$ cat config.mk
export PLATFORM = sky130hd
export DESIGN_NAME = prio_decoder_hold
export DESIGN_NICKNAME = d
export VERILOG_FILES = /design/src/rtl/prio_decoder_hold.sv
export SDC_FILE = /design/constraint.sdc
export NUM_CORES = 1
export LEC_CHECK = 0
export BUFFER_PORTS_ARGS = -buffer_cell sky130_fd_sc_hd__buf_2
export CAP_MARGIN = 15
export CORE_MARGIN = 2
export CORE_UTILIZATION = 54
export CTS_BUF_LIST = sky130_fd_sc_hd__clkbuf_8
export DETAILED_ROUTE_END_ITERATION = 12
export PLACE_DENSITY = 0.86
export SLEW_MARGIN = 20
export SYNTH_ARGS = -nofsm -noshare
export SYNTH_HDL_FRONTEND = slang
export SYNTH_SLANG_ARGS = --single-unit
$ cat constraint.sdc
create_clock -name clk -period 1.75 [get_ports clk]
set_input_delay 0.175 -clock clk [delete_from_list [all_inputs] [get_ports clk]]
set_output_delay 0.175 -clock clk [all_outputs]
set_load 0.01 [all_outputs]
$ cat src/rtl/prio_decoder_hold.sv
// prio_decoder_hold: 3-bit priority code to one-hot decoder
// that holds each decoded line for HOLD cycles, with a sticky error flag.
module prio_decoder_hold #(
   parameter int unsigned HOLD = 4
) (
   input  logic       clk,
   input  logic       reset,
   input  logic [2:0] y,
   input  logic       y_valid,
   output logic       y_ready,
   input  logic       err_clr,
   output logic [4:1] r,
   output logic       busy,
   output logic       done_tick,
   output logic       err
);

   localparam logic ST_IDLE = 1'b0;
   localparam logic ST_HOLD = 1'b1;

   localparam logic [7:0] LOAD = 8'(HOLD - 1);

   logic       state;
   logic [7:0] cnt;
   logic       xfer;
   logic       legal;
   logic       illegal;
   logic [4:1] dec;

   assign y_ready = (state == ST_IDLE);
   assign busy    = (state == ST_HOLD);
   assign xfer    = y_valid && y_ready;

   // Map the code to its one-hot line and classify it.
   always_comb begin
      dec     = 4'b0000;
      legal   = 1'b0;
      illegal = 1'b0;
      unique case (y)
         3'b000: ;
         3'b001: begin dec = 4'b0001; legal = 1'b1; end
         3'b010: begin dec = 4'b0010; legal = 1'b1; end
         3'b011: begin dec = 4'b0100; legal = 1'b1; end
         3'b100: begin dec = 4'b1000; legal = 1'b1; end
         default: illegal = 1'b1;
      endcase
   end

   // Hold FSM: load on a legal transfer, count down, release with a tick.
   always_ff @(posedge clk) begin
      if (reset) begin
         state     <= ST_IDLE;
         r         <= 4'b0000;
         cnt       <= 8'd0;
         done_tick <= 1'b0;
      end else begin
         done_tick <= 1'b0;
         if (state == ST_IDLE) begin
            if (xfer && legal) begin
               r     <= dec;
               cnt   <= LOAD;
               state <= ST_HOLD;
            end
         end else begin
            if (cnt == 8'd0) begin
               r         <= 4'b0000;
               state     <= ST_IDLE;
               done_tick <= 1'b1;
            end else begin
               cnt <= cnt - 8'd1;
            end
         end
      end
   end

   // Sticky error: an accepted illegal code beats a simultaneous clear.
   always_ff @(posedge clk) begin
      if (reset) begin
         err <= 1'b0;
      end else if (xfer && illegal) begin
         err <= 1'b1;
      end else if (err_clr) begin
         err <= 1'b0;
      end
   end

endmodule

---- After elaboration in Yosys (flattened, before gate mapping) ----
Index checks and enable logic that the tools add are counted.
storage, ports and cells
  memories ................................ 0
  register bits ........................... 15
  bits in latches ......................... 0
  memory bits (writable) .................. 0
  word-level logic and storage cells ...... 40
  input bits .............................. 7
  bits in read-only memories .............. 0
  output and inout bits ................... 8
cells by class
  magnitude comparators ................... 0
  multiply operators ...................... 0
  bitwise logic cells ..................... 1
  add/sub/neg operators ................... 1
  equality and inequality tests ........... 6
  shifts and indexed selects .............. 0
  reduce and logical (&&, ||, !) cells .... 12
  multiplexer cells ....................... 15
  div/mod/pow operators ................... 0
operators with widths
  kind                 number
  $mux 8               3
  $pmux 4 s4           1
  $mux 4               3
  $logic_not 8->1      1
  $mux 1               8
  $sub 8x1->8 const B  1
  $eq 3x2->1 const B   2
  $reduce_or 5->1      1
  $reduce_and 2->1     2
  $reduce_bool 2->1    2
  $reduce_or 4->1      1
  $eq 3x1->1 const B   1
  $eq 3x3->1 const B   1
  $logic_and 1x1->1    3
  $logic_not 3->1      1
  $ne 2x1->1 const B   1
  $ne 2x2->1 const B   1
  $reduce_or 2->1      1
  $not 1->1            1

---- Longest topological paths before layout ----
Gate-level depths: netlist (run 1).
  depth after elaboration ................. 6
  mapped depth ............................ 6
  mapped depth without buffers ............ 6

---- Worst setup path after synthesis (run 1) ----
Ideal clock, no wire load.
  path type ............................... flip-flop to flip-flop
  from .................................... reg state, in the netlist busy
  to ...................................... reg cnt[5]
  clock period less this slack ............ 1.499 ns
  path buffers ............................ 0
  setup slack ............................. 0.251 ns
  cell stages (with the launch flop) ...... 5
  setup time .............................. 0.065 ns
  arrival time ............................ 1.435 ns
  required time ........................... 1.685 ns
  path through ............................ dfxtp_1 -> or4b_4 -> a2111oi_4 -> a21oi_1 -> nor2_1
between the ends
  longest elaborated chain between the ends .. 5
  elaborated cells on any way between the ends .. 7
  those cells by class .................... 1 x eq/ne; 1 x mux; 1 x bitwise; 4 x reduce/logical
RTL lines
  element                      line  RTL
  from (decl)                  23    logic state;
  from (signal assigned)       52    state <= ST_IDLE;
  from (signal assigned)       62    state <= ST_HOLD;
  from (signal assigned)       67    state <= ST_IDLE;
  $not 1->1 (no line)          --
  $logic_and 1x1->1            32    assign xfer = y_valid && y_ready;
  $logic_and 1x1->1            59    if (xfer && legal) begin
  $reduce_bool 2->1 (no line)  --
  $reduce_and 2->1 (no line)   --
  to (signal assigned)         70    cnt <= cnt - 8'd1;
  to (decl)                    24    logic [7:0] cnt;
Parallel ways exist; a longest one is shown, timed or not.
A chain may end at the register's enable or synchronous reset.

---- Worst setup path after layout (run 1) ----
  from .................................... reg cnt[0]
  to ...................................... reg r[2] in the netlist's numbering
between the ends
  longest elaborated chain between the ends .. 3
RTL lines
  element                     line  RTL
  $logic_not 8->1             65    if (cnt == 8'd0) begin
  $ne 2x1->1 (no line)        --
  $reduce_and 2->1 (no line)  --
  to (signal assigned)        53    r <= 4'b0000;
  to (signal assigned)        60    r <= dec;
  to (signal assigned)        66    r <= 4'b0000;
  to (decl)                   12    output logic [4:1] r,
Every way passes these cells.

==> results of run 1 <==
## worst min-delay path by stage
| stage | startpoint | end | cells past startpoint |
|---|---|---|---|
| after floorplan | y[1] | r[2]$_SDFFE_PP0P_ | 2 |
| after global placement | err_clr | err$_SDFFE_PP0P_ | 3 |
| after detailed placement | err_clr | err$_SDFFE_PP0P_ | 3 |
| after CTS | err_clr | err$_SDFFE_PP0P_ | 3 |
| after global routing | err_clr | err$_SDFFE_PP0P_ | 3 |
| final | err_clr | err$_SDFFE_PP0P_ | 3 |
## flip-flops by register name (all words and copies together), names as in the netlist
signal     cells
cnt            8
r              4
busy           1
done_tick      1
err            1
## cells by family after synthesis
group                      count (synthesis)  synth area share
adders and majority gates                  1            0.0172
DFF                                       15             0.413
and+or+nand+nor                           39             0.313
AOI/OAI and AO/OA                         24             0.226
buffers and inverters                      6            0.0310
## per-layer routing
metal | vias to the layer above | global-route usage
met5 | - | 0
met4 | 0 | 0.175
met3 | 4 | 0.0326
met2 | 23 | 0.298
met1 | 319 | 0.269
li1 | 353 | -
## synth_stat cells (all sizes together), types with 2 or more instances
library cell / number
inv: 5
nand3: 7
nor3: 2
nand2b: 3
nor2: 8
o21ai: 4
nand2: 6
and3: 2
dfxtp: 15
or3: 2
a21oi: 12
## final cells by class
cell class	count	area [sq um]	area share
multi-input combinational	64	404	0.463
clock buffer	3	41.3	0.0473
tap	15	18.8	0.0215
timing repair buffer	16	85.1	0.0974
sequential	15	300	0.344
clock inverter	1	5.00	0.00573
inverter	5	18.8	0.0215
## power by group through the flow
stage          logic, uW  clock network (uW)  registers, uW
5_1_grt              150                 302            375
3_3_place_gp         131                   0            378
6_report             136                 283            372
4_1_cts              135                 284            372
2_1_floorplan       89.7                   0            382
3_5_place_dp         134                   0            380
## critical path, cell delays in order (launching register included)
cell and delay, ns:
dfxtp_1 0.36, inv_1 0.08, ha_1 0.29, and3b_2 0.28
and3_1 0.19, o2111ai_1 0.19, a21oi_1 0.09
## stage by stage
step           total power (uW)  worst slack (ns)   util
3_3_place_gp                510             0.239  0.644
4_1_cts                     790             0.168  0.680
5_1_grt                     827            0.0243  0.680
6_report                    791             0.160  0.680
2_1_floorplan               471             0.251      -
3_5_place_dp                514             0.169  0.644
==> impl_metrics.csv, run 1 <==
group,metric,value,unit
critical_path,cp-end-kind,"flop",
critical_path,startpoint,"cnt[0]$_SDFFE_PP0P_",
routing,num_vias,699,
sta,worst_slew_margin_rel,0.647,
critical_path,crit_fanout,7,
sta,period_minus_slack,1.59,ns
power,clkPwrFrac,0.358,
power,internal_power,572,uW
synthesis,synthTopCellsByArea,"dfxtp_1, a21oi_1, nand3_1, nor2_1, a2111oi_4",
placement,io_buffer_count,14,
sta,holdWs,0.179,ns
critical_path,critPathArrivalTime,1.73,ns
sta,period_share,0.909,
synthesis,synth_edf_count,0,
critical_path,start_kind,"flop",
cells_and_area,n_fill_cell,96,
placement,gp_congestion,0.830,
synthesis,synthesis.area,727,sq um
critical_path,reg2reg_to,"r[2]$_SDFFE_PP0P_",
critical_path,critPathCapture,"r[2]$_SDFFE_PP0P_",
sta,max_freq,0.629,GHz
routing,drtAntennaViolNets,0,
routing,wl_met2,693,microns
cells_and_area,diodes,0,
clock_tree,cts_sinks,15,
sta,tightest_slew,0.527,ns
clock_tree,h-tree-depth,1,
routing,wl_met1,708,microns
power,vdd_drop_max,0.887,mV
floorplan,die_y,40.7,microns
global_routing,grt_antenna_before_repair,0,
critical_path,reg2reg_slack,0.16,ns
global_routing,grt_pass1_wl,2190,microns
synthesis,synthArstFlopShare,0,
power,share_comb_of_total_power,0.172,
placement,place_inst,115,
power,leakage,0.000340,uW
clock_tree,cts_made_buffers,3,
sta,fin_skew,0.00669,ns
cells_and_area,final_cell_mix,"dfxtp_1, buf_2, a21oi_1",
clock_tree,root_buffer,"clkbuf_8",
critical_path,cp_data_required_time,1.89,ns
sta,tns,0,ns
synthesis,syn_inst,85,
floorplan,die_w,40.7,microns
clock_tree,cts_hold_buf,0,
synthesis,synth_top_area_share,0.413,
hold_path,hp-class,"in -> reg",
routing,drt_wl_total,1510,microns
sta,setup_viol,0,
routing,via_per_inst,5.87,
run,drv_cap,0,
floorplan,boundaryPins,15,
floorplan,die_area,0.00166,sq mm
critical_path,r2r_cells,6,
synthesis,synth.avg_cell_area,8.55,sq um
clock_tree,cts_tree,"yes",
power,swShare,0.276,
critical_path,critical_path_class,"reg -> reg",
routing,wl_per_cell,12.7,microns
power,switchingPower,219,uW
cells_and_area,final_area,873,sq um
floorplan,design.core.area,0.00128,sq mm
run_status,outcome,"finished, final reports clean",
sta,rsz0062_at_grt,"no",
synthesis,ys.flop_type,"dfxtp_1",
synthesis,synth_area_leader_cell,"dfxtp_1",
routing,drt-initial-drc-count,29,
global_routing,grt.overflow.total,0,
power,p_per_area,905,mW/mm^2
global_routing,grt.total_usage,0.208,
clock_tree,clockBufferDepth,2,
routing,drc_errors,0,
floorplan,rows,13,
routing,top_layer,"met4",
sta,slew_viol_final,0,
routing,drt_pre_antenna_iters,4,
cells_and_area,layout.cells.non_filler,119,
critical_path,r2r-start,"cnt[0]$_SDFFE_PP0P_",
cells_and_area,layout_commonest_cell,"dfxtp_1",
clock_tree,cts_resized,0,
placement,place_area,827,sq um
clock_tree,clk_latency,0.25,ns
cells_and_area,synthToLayoutAreaGrowth,20.1,%
global_routing,grt_max_degree,11,
cells_and_area,drive_above_1_share,0.240,
global_routing,grt_pass1_vias,523,
synthesis,synth_cell_types,31,
cells_and_area,final_nets,113,
floorplan,start_util,0.566,
clock_tree,clk_pin_slew_worst_paths,0.06,ns
sta,hold_viol,0,
placement,hpwl,1120,microns
clock_tree,post_cts_buffers,0,
synthesis,ys_seq_area_frac,0.413,
routing,dr_wl_met3,65,microns
power,pwr-share-seq,0.471,
synthesis,synth_nets,93,
synthesis,yosysWarnings,0,
synthesis,ys_seq_elements,15,
Note: power is estimated with default switching activity, not from simulation.
==> inputs of run 2 (changes only) <==
ABC_AREA = 1   (was unset)
CORE_UTILIZATION = 35   (was 54)
PLACE_DENSITY = 0.62   (was 0.86)
==> impl_metrics.csv, run 2 <==
group,metric,value,unit
sta,timing.final.ws_setup,0.229,ns
clock_tree,root_buffer,"clkbuf_8",
critical_path,r2r-start,"cnt[0]$_SDFFE_PP0P_",
global_routing,grt.total_usage,0.135,
run,drv_cap,0,
clock_tree,h-tree-depth,1,
floorplan,design.core.area,0.00196,sq mm
placement,gp_congestion,0.795,
clock_tree,clockBufferDepth,2,
cells_and_area,largest_reg_flops,8,
placement,io_buffer_count,14,
global_routing,grt.overflow.total,0,
clock_tree,cts_resized,0,
critical_path,critPathSlowestCell,"dfxtp_1",
synthesis,synth_edf_count,0,
sta,tightest_slew,0.351,ns
power,leakage,0.000420,uW
synthesis,synth_top_area_share,0.412,
synthesis,yosysWarnings,0,
cells_and_area,reg_top3,"cnt: 8 flops, r: 4 flops",
critical_path,start_kind,"flop",
floorplan,die_y,49.7,microns
cells_and_area,layout_commonest_cell,"nor2_1",
synthesis,synth_cell_types,17,
clock_tree,cts_hold_buf,0,
routing,num_vias,676,
clock_tree,cts_made_buffers,3,
critical_path,critPathArrivalTime,1.67,ns
global_routing,grt_antenna_before_repair,0,
clock_tree,post_cts_buffers,0,
sta,tns,0,ns
synthesis,synthArstFlopShare,0,
synthesis,synth_nets,112,
critical_path,cp-end-kind,"flop",
routing,via_per_inst,4.60,
critical_path,crit_fanout,4,
run_status,outcome,"finished, final reports clean",
critical_path,startpoint,"cnt[0]$_SDFFE_PP0P_",
clock_tree,clk_pin_slew_worst_paths,0.06,ns
routing,drt_pre_antenna_iters,4,
placement,hpwl,1130,microns
clock_tree,clk_latency,0.25,ns
cells_and_area,multi_input_area,365,sq um
critical_path,critPathCapture,"r[3]$_SDFFE_PP0P_",
routing,drt_wl_total,1460,microns
synthesis,ys.flop_type,"dfxtp_1",
clock_tree,cts_sinks,15,
critical_path,path_delay_family,"simple AND/OR/NAND/NOR gates",
synthesis,ys_seq_area_frac,0.412,
power,vdd_drop_max,0.572,mV
global_routing,grt_pass1_vias,600,
critical_path,r2r_cells,9,
clock_tree,cts_tree,"yes",
cells_and_area,fin_util,0.440,
sta,worst_slew_margin_rel,0.766,
cells_and_area,final_cell_mix,"nor2_1, dfxtp_1, inv_1, buf_2, nand2_1",
sta,holdWs,0.186,ns
synthesis,synthTopCellsByArea,"dfxtp_1, nor2_1, nand3_1, a21oi_1, inv_1",
synthesis,synth.avg_cell_area,7.01,sq um
critical_path,cpPeakStageDelay,0.31,ns
critical_path,cp_cell_sequence,"inv_1 > ha_1 > nand2_2 > nor2_1 > nand3_1 > nand2_2 > o21ai_0 > nand2_1 > nor2_1",
floorplan,die_w,49.7,microns
sta,rsz0062_at_grt,"no",
synthesis,ys_seq_elements,15,
sta,hold_viol,0,
sta,max_freq,0.658,GHz
sta,fin_skew,0.00292,ns
critical_path,critical_path_class,"reg -> reg",
cells_and_area,n_fill_cell,229,
sta,setup_viol,0,
synthesis,syn_inst,104,
placement,place_area,818,sq um
floorplan,rows,16,
routing,drtAntennaViolNets,0,
critical_path,reg2reg_slack,0.23,ns
cells_and_area,seqCellArea,300,sq um
synthesis,synthesis.area,729,sq um
cells_and_area,final_nets,129,
critical_path,cp.depth,9,
cells_and_area,diodes,0,
hold_path,hp-class,"in -> reg",
routing,wl_per_cell,9.95,microns
sta,period_share,0.869,
synthesis,synthMostInstantiatedCell,"nor2_1",
synthesis,yosys-top-cells-count,"nor2_1, dfxtp_1, inv_1, nand2_1, nand3_1",
global_routing,grt_pass1_wl,2530,microns
critical_path,cp_data_required_time,1.90,ns
cells_and_area,synthToLayoutAreaGrowth,18.4,%
global_routing,grt_max_degree,12,
sta,period_minus_slack,1.52,ns
cells_and_area,drive_above_1_share,0.192,
placement,place_ws,0.232,ns
synthesis,synth_area_leader_cell,"dfxtp_1",
floorplan,boundaryPins,15,
critical_path,reg2reg_to,"r[3]$_SDFFE_PP0P_",
floorplan,die_area,0.00247,sq mm
power,p_per_area,1020,mW/mm^2
sta,slew_viol_final,0,
critical_path,crit_buf_inv,1,
cells_and_area,largest-register,"cnt",
floorplan,start_util,0.372,
hold_path,hold_start,"err_clr",
routing,drc_errors,0,
routing,drt-initial-drc-count,16,
cells_and_area,final_area,863,sq um
run 2: cell count changes after synthesis, sizes merged, moves of 3 or more:
cell	delta
nand2	+11
nand3	+5
nor2	+14
inv	+8
nand2b	-3
run 2: area by class of cell:
class | count | area share
Clock inverter | 1 | 0.00435
Sequential cell | 15 | 0.348
Timing Repair Buffer | 14 | 0.0812
Tap cell | 27 | 0.0391
Multi-Input combinational cell | 74 | 0.423
Clock buffer | 3 | 0.0478
Inverter | 13 | 0.0565
run 2: how the worst min path moves through the flow:
stage	end	slack, ns	cells past startpoint
after floorplan	err$_SDFFE_PP0P_	0.34	2
after global placement	err$_SDFFE_PP0P_	0.43	4
after detailed placement	err$_SDFFE_PP0P_	0.45	4
after CTS	err$_SDFFE_PP0P_	0.19	4
after global routing	err$_SDFFE_PP0P_	0.20	4
final	err$_SDFFE_PP0P_	0.19	4
run 2: cell families after synthesis:
logic type                 Yosys count  share of synthesized area
and+or+nand+nor                     54                      0.324
AOI/OAI and AO/OA                   17                      0.136
buffers and inverters               15                     0.0875
DFF                                 15                      0.412
xor gates and xnor gates             2                     0.0240
adders and majority gates            1                     0.0171
run 2: where the power goes:
group          switching, uW  internal (uW)  total, uW
combinational            136           77.3        214
clock                    121            155        276
sequential              22.1            372        394
run 2: worst min-delay path: cells and delay by family:
kind,cells,cell delay [ns]
AOI/OAI and AO/OA,1,0.06
buffers and inverters,2,0.10
and+or+nand+nor,1,0.04
run 2: per-layer routing:
layer | wire [microns] | up-vias | GRT usage
li1 | - | 367 | -
met1 | 737 | 294 | 0.174
met2 | 645 | 10 | 0.207
met3 | 30 | 5 | 0.0182
met4 | 48 | 0 | 0.0972
met5 | 0 | - | 0
run 2: metrics by stage:
stage | instances | total power [uW]
after floorplan | 104 | 571
after global placement | 143 | 613
after detailed placement | 143 | 617
after CTS | 147 | 897
after global routing | 147 | 944
final | 147 | 884
==> inputs of run 3 (changes only) <==
CORE_ASPECT_RATIO = 1.25   (was unset)
GPL_TIMING_DRIVEN = 0   (was unset)
==> impl_metrics.csv, run 3 (synthesized netlist as in run 2, its figures left out) <==
group,metric,value,unit
global_routing,grt_max_degree,11,
critical_path,critical_path_class,"reg -> reg",
sta,slew_viol_final,0,
hold_path,hold_end,"err$_SDFFE_PP0P_",
sta,period_share,0.872,
power,vdd_drop_max,0.348,mV
sta,rsz0062_at_grt,"no",
routing,drc_errors,0,
sta,fin_skew,0.00101,ns
critical_path,cp_cell_sequence,"inv_1 > ha_1 > nand2_2 > nor2_1 > nand3_1 > nand2_2 > o21ai_0 > nand2_1 > nor2_1",
cells_and_area,final_nets,130,
critical_path,r2r_cells,9,
power,fin_total_pwr,887,uW
floorplan,die_area,0.00247,sq mm
sta,worst_slew_margin_rel,0.724,
routing,via_per_inst,4.78,
floorplan,die_w,44.8,microns
sta,timing.final.ws_setup,0.224,ns
global_routing,grt_antenna_before_repair,0,
routing,drt_wl_total,1410,microns
floorplan,design.core.area,0.00198,sq mm
sta,tns,0,ns
cells_and_area,largest_reg_flops,8,
clock_tree,cts_sinks,15,
cells_and_area,reg_top3,"cnt: 8 flops, r: 4 flops",
floorplan,boundaryPins,15,
global_routing,grt.total_usage,0.133,
clock_tree,clockBufferDepth,2,
cells_and_area,drive_above_1_share,0.190,
cells_and_area,synthToLayoutAreaGrowth,18.5,%
clock_tree,post_cts_buffers,0,
critical_path,cp_data_required_time,1.89,ns
global_routing,grt_pass1_vias,563,
floorplan,start_util,0.368,
critical_path,r2r-start,"cnt[0]$_SDFFE_PP0P_",
routing,drtAntennaViolNets,0,
sta,tightest_slew,0.413,ns
placement,gp_congestion,0.781,
sta,hold_viol,0,
routing,num_vias,674,
sta,holdWs,0.173,ns
clock_tree,cts_made_buffers,3,
hold_path,min_path_cells,4,
hold_path,hp-class,"in -> reg",
placement,place_ws,0.238,ns
critical_path,reg2reg_to,"r[3]$_SDFFE_PP0P_",
cells_and_area,largest-register,"cnt",
placement,place_area,820,sq um
clock_tree,root_buffer,"clkbuf_8",
clock_tree,clk_latency,0.24,ns
routing,wl_per_cell,9.97,microns
power,leakage,0.000423,uW
sta,max_freq,0.655,GHz
critical_path,critPathArrivalTime,1.67,ns
critical_path,cpPeakStageDelay,0.31,ns
clock_tree,clk_pin_slew_worst_paths,0.06,ns
hold_path,hold_start,"err_clr",
global_routing,grt_pass1_wl,2330,microns
clock_tree,h-tree-depth,1,
floorplan,rows,18,
sta,period_minus_slack,1.53,ns
critical_path,crit_fanout,4,
run,drv_cap,0,
power,p_per_area,1030,mW/mm^2
clock_tree,cts_resized,0,
clock_tree,cts_tree,"yes",
cells_and_area,diodes,0,
floorplan,die_y,55.0,microns
sta,setup_viol,0,
run_status,outcome,"finished, final reports clean",
critical_path,critPathSlowestCell,"dfxtp_1",
cells_and_area,layout_commonest_cell,"nor2_1",
critical_path,cp-end-kind,"flop",
critical_path,reg2reg_slack,0.22,ns
placement,hpwl,1060,microns
global_routing,grt.overflow.total,0,
cells_and_area,final_cell_mix,"nor2_1, dfxtp_1, inv_1",
placement,io_buffer_count,13,
routing,drt_pre_antenna_iters,4,
routing,drt-initial-drc-count,12,
cells_and_area,final_area,865,sq um
critical_path,start_kind,"flop",
clock_tree,cts_hold_buf,0,
-- run 3: how the worst max path moves through the flow --
stage	startpoint	endpoint	slack, ns	depth (start not counted)
detailed placement	cnt[0]$_SDFFE_PP0P_	r[3]$_SDFFE_PP0P_	0.24	9
global placement	cnt[0]$_SDFFE_PP0P_	r[3]$_SDFFE_PP0P_	0.24	9
CTS	cnt[0]$_SDFFE_PP0P_	r[3]$_SDFFE_PP0P_	0.22	9
floorplan	cnt[0]$_SDFFE_PP0P_	r[3]$_SDFFE_PP0P_	0.41	9
global route	cnt[0]$_SDFFE_PP0P_	r[3]$_SDFFE_PP0P_	0.06	9
finish	cnt[0]$_SDFFE_PP0P_	r[3]$_SDFFE_PP0P_	0.22	9
-- run 3: layer usage --
metal / routed length, microns / vias to the layer above / track usage / part of all wire
met4: 10 / 0 / 0.0735 / 0.0071
met2: 656 / 16 / 0.225 / 0.47
met1: 660 / 288 / 0.157 / 0.47
met3: 79 / 2 / 0.0292 / 0.056
met5: 0 / - / 0 / 0
li1: - / 368 / - / -
-- run 3: final cells by class --
cell class | instances | area (sq um)
inverter | 13 | 48.8
fill | 207 | 1120
tap | 20 | 25.0
clock buffer | 3 | 41.3
timing repair buffer | 13 | 65.1
clock inverter | 1 | 3.75
buffer | 2 | 15.0
sequential | 15 | 300
multi-input combinational | 74 | 365
-- run 3: where the power goes --
| group | internal, uW | total, uW | switching [uW] | leakage, uW |
|---|---|---|---|---|
| combinational | 83.5 | 221 | 137 | 0.000274 |
| clock | 155 | 273 | 118 | 0.0000269 |
| sequential | 372 | 394 | 21.8 | 0.000123 |
-- run 3: worst max-delay path, delay by kind of cell (launching register included) --
| kind | cells | cell delay (ns) |
|---|---|---|
| fa+ha+maj | 1 | 0.21 |
| compound gates | 1 | 0.09 |
| buf+inv | 1 | 0.10 |
| flops | 1 | 0.31 |
| simple gates | 6 | 0.73 |
-- run 3: stage by stage --
step                std cells  utilization
global route              141        0.436
global placement          137        0.414
finish                    141        0.436
floorplan                 104            -
CTS                       141        0.436
detailed placement        137        0.414
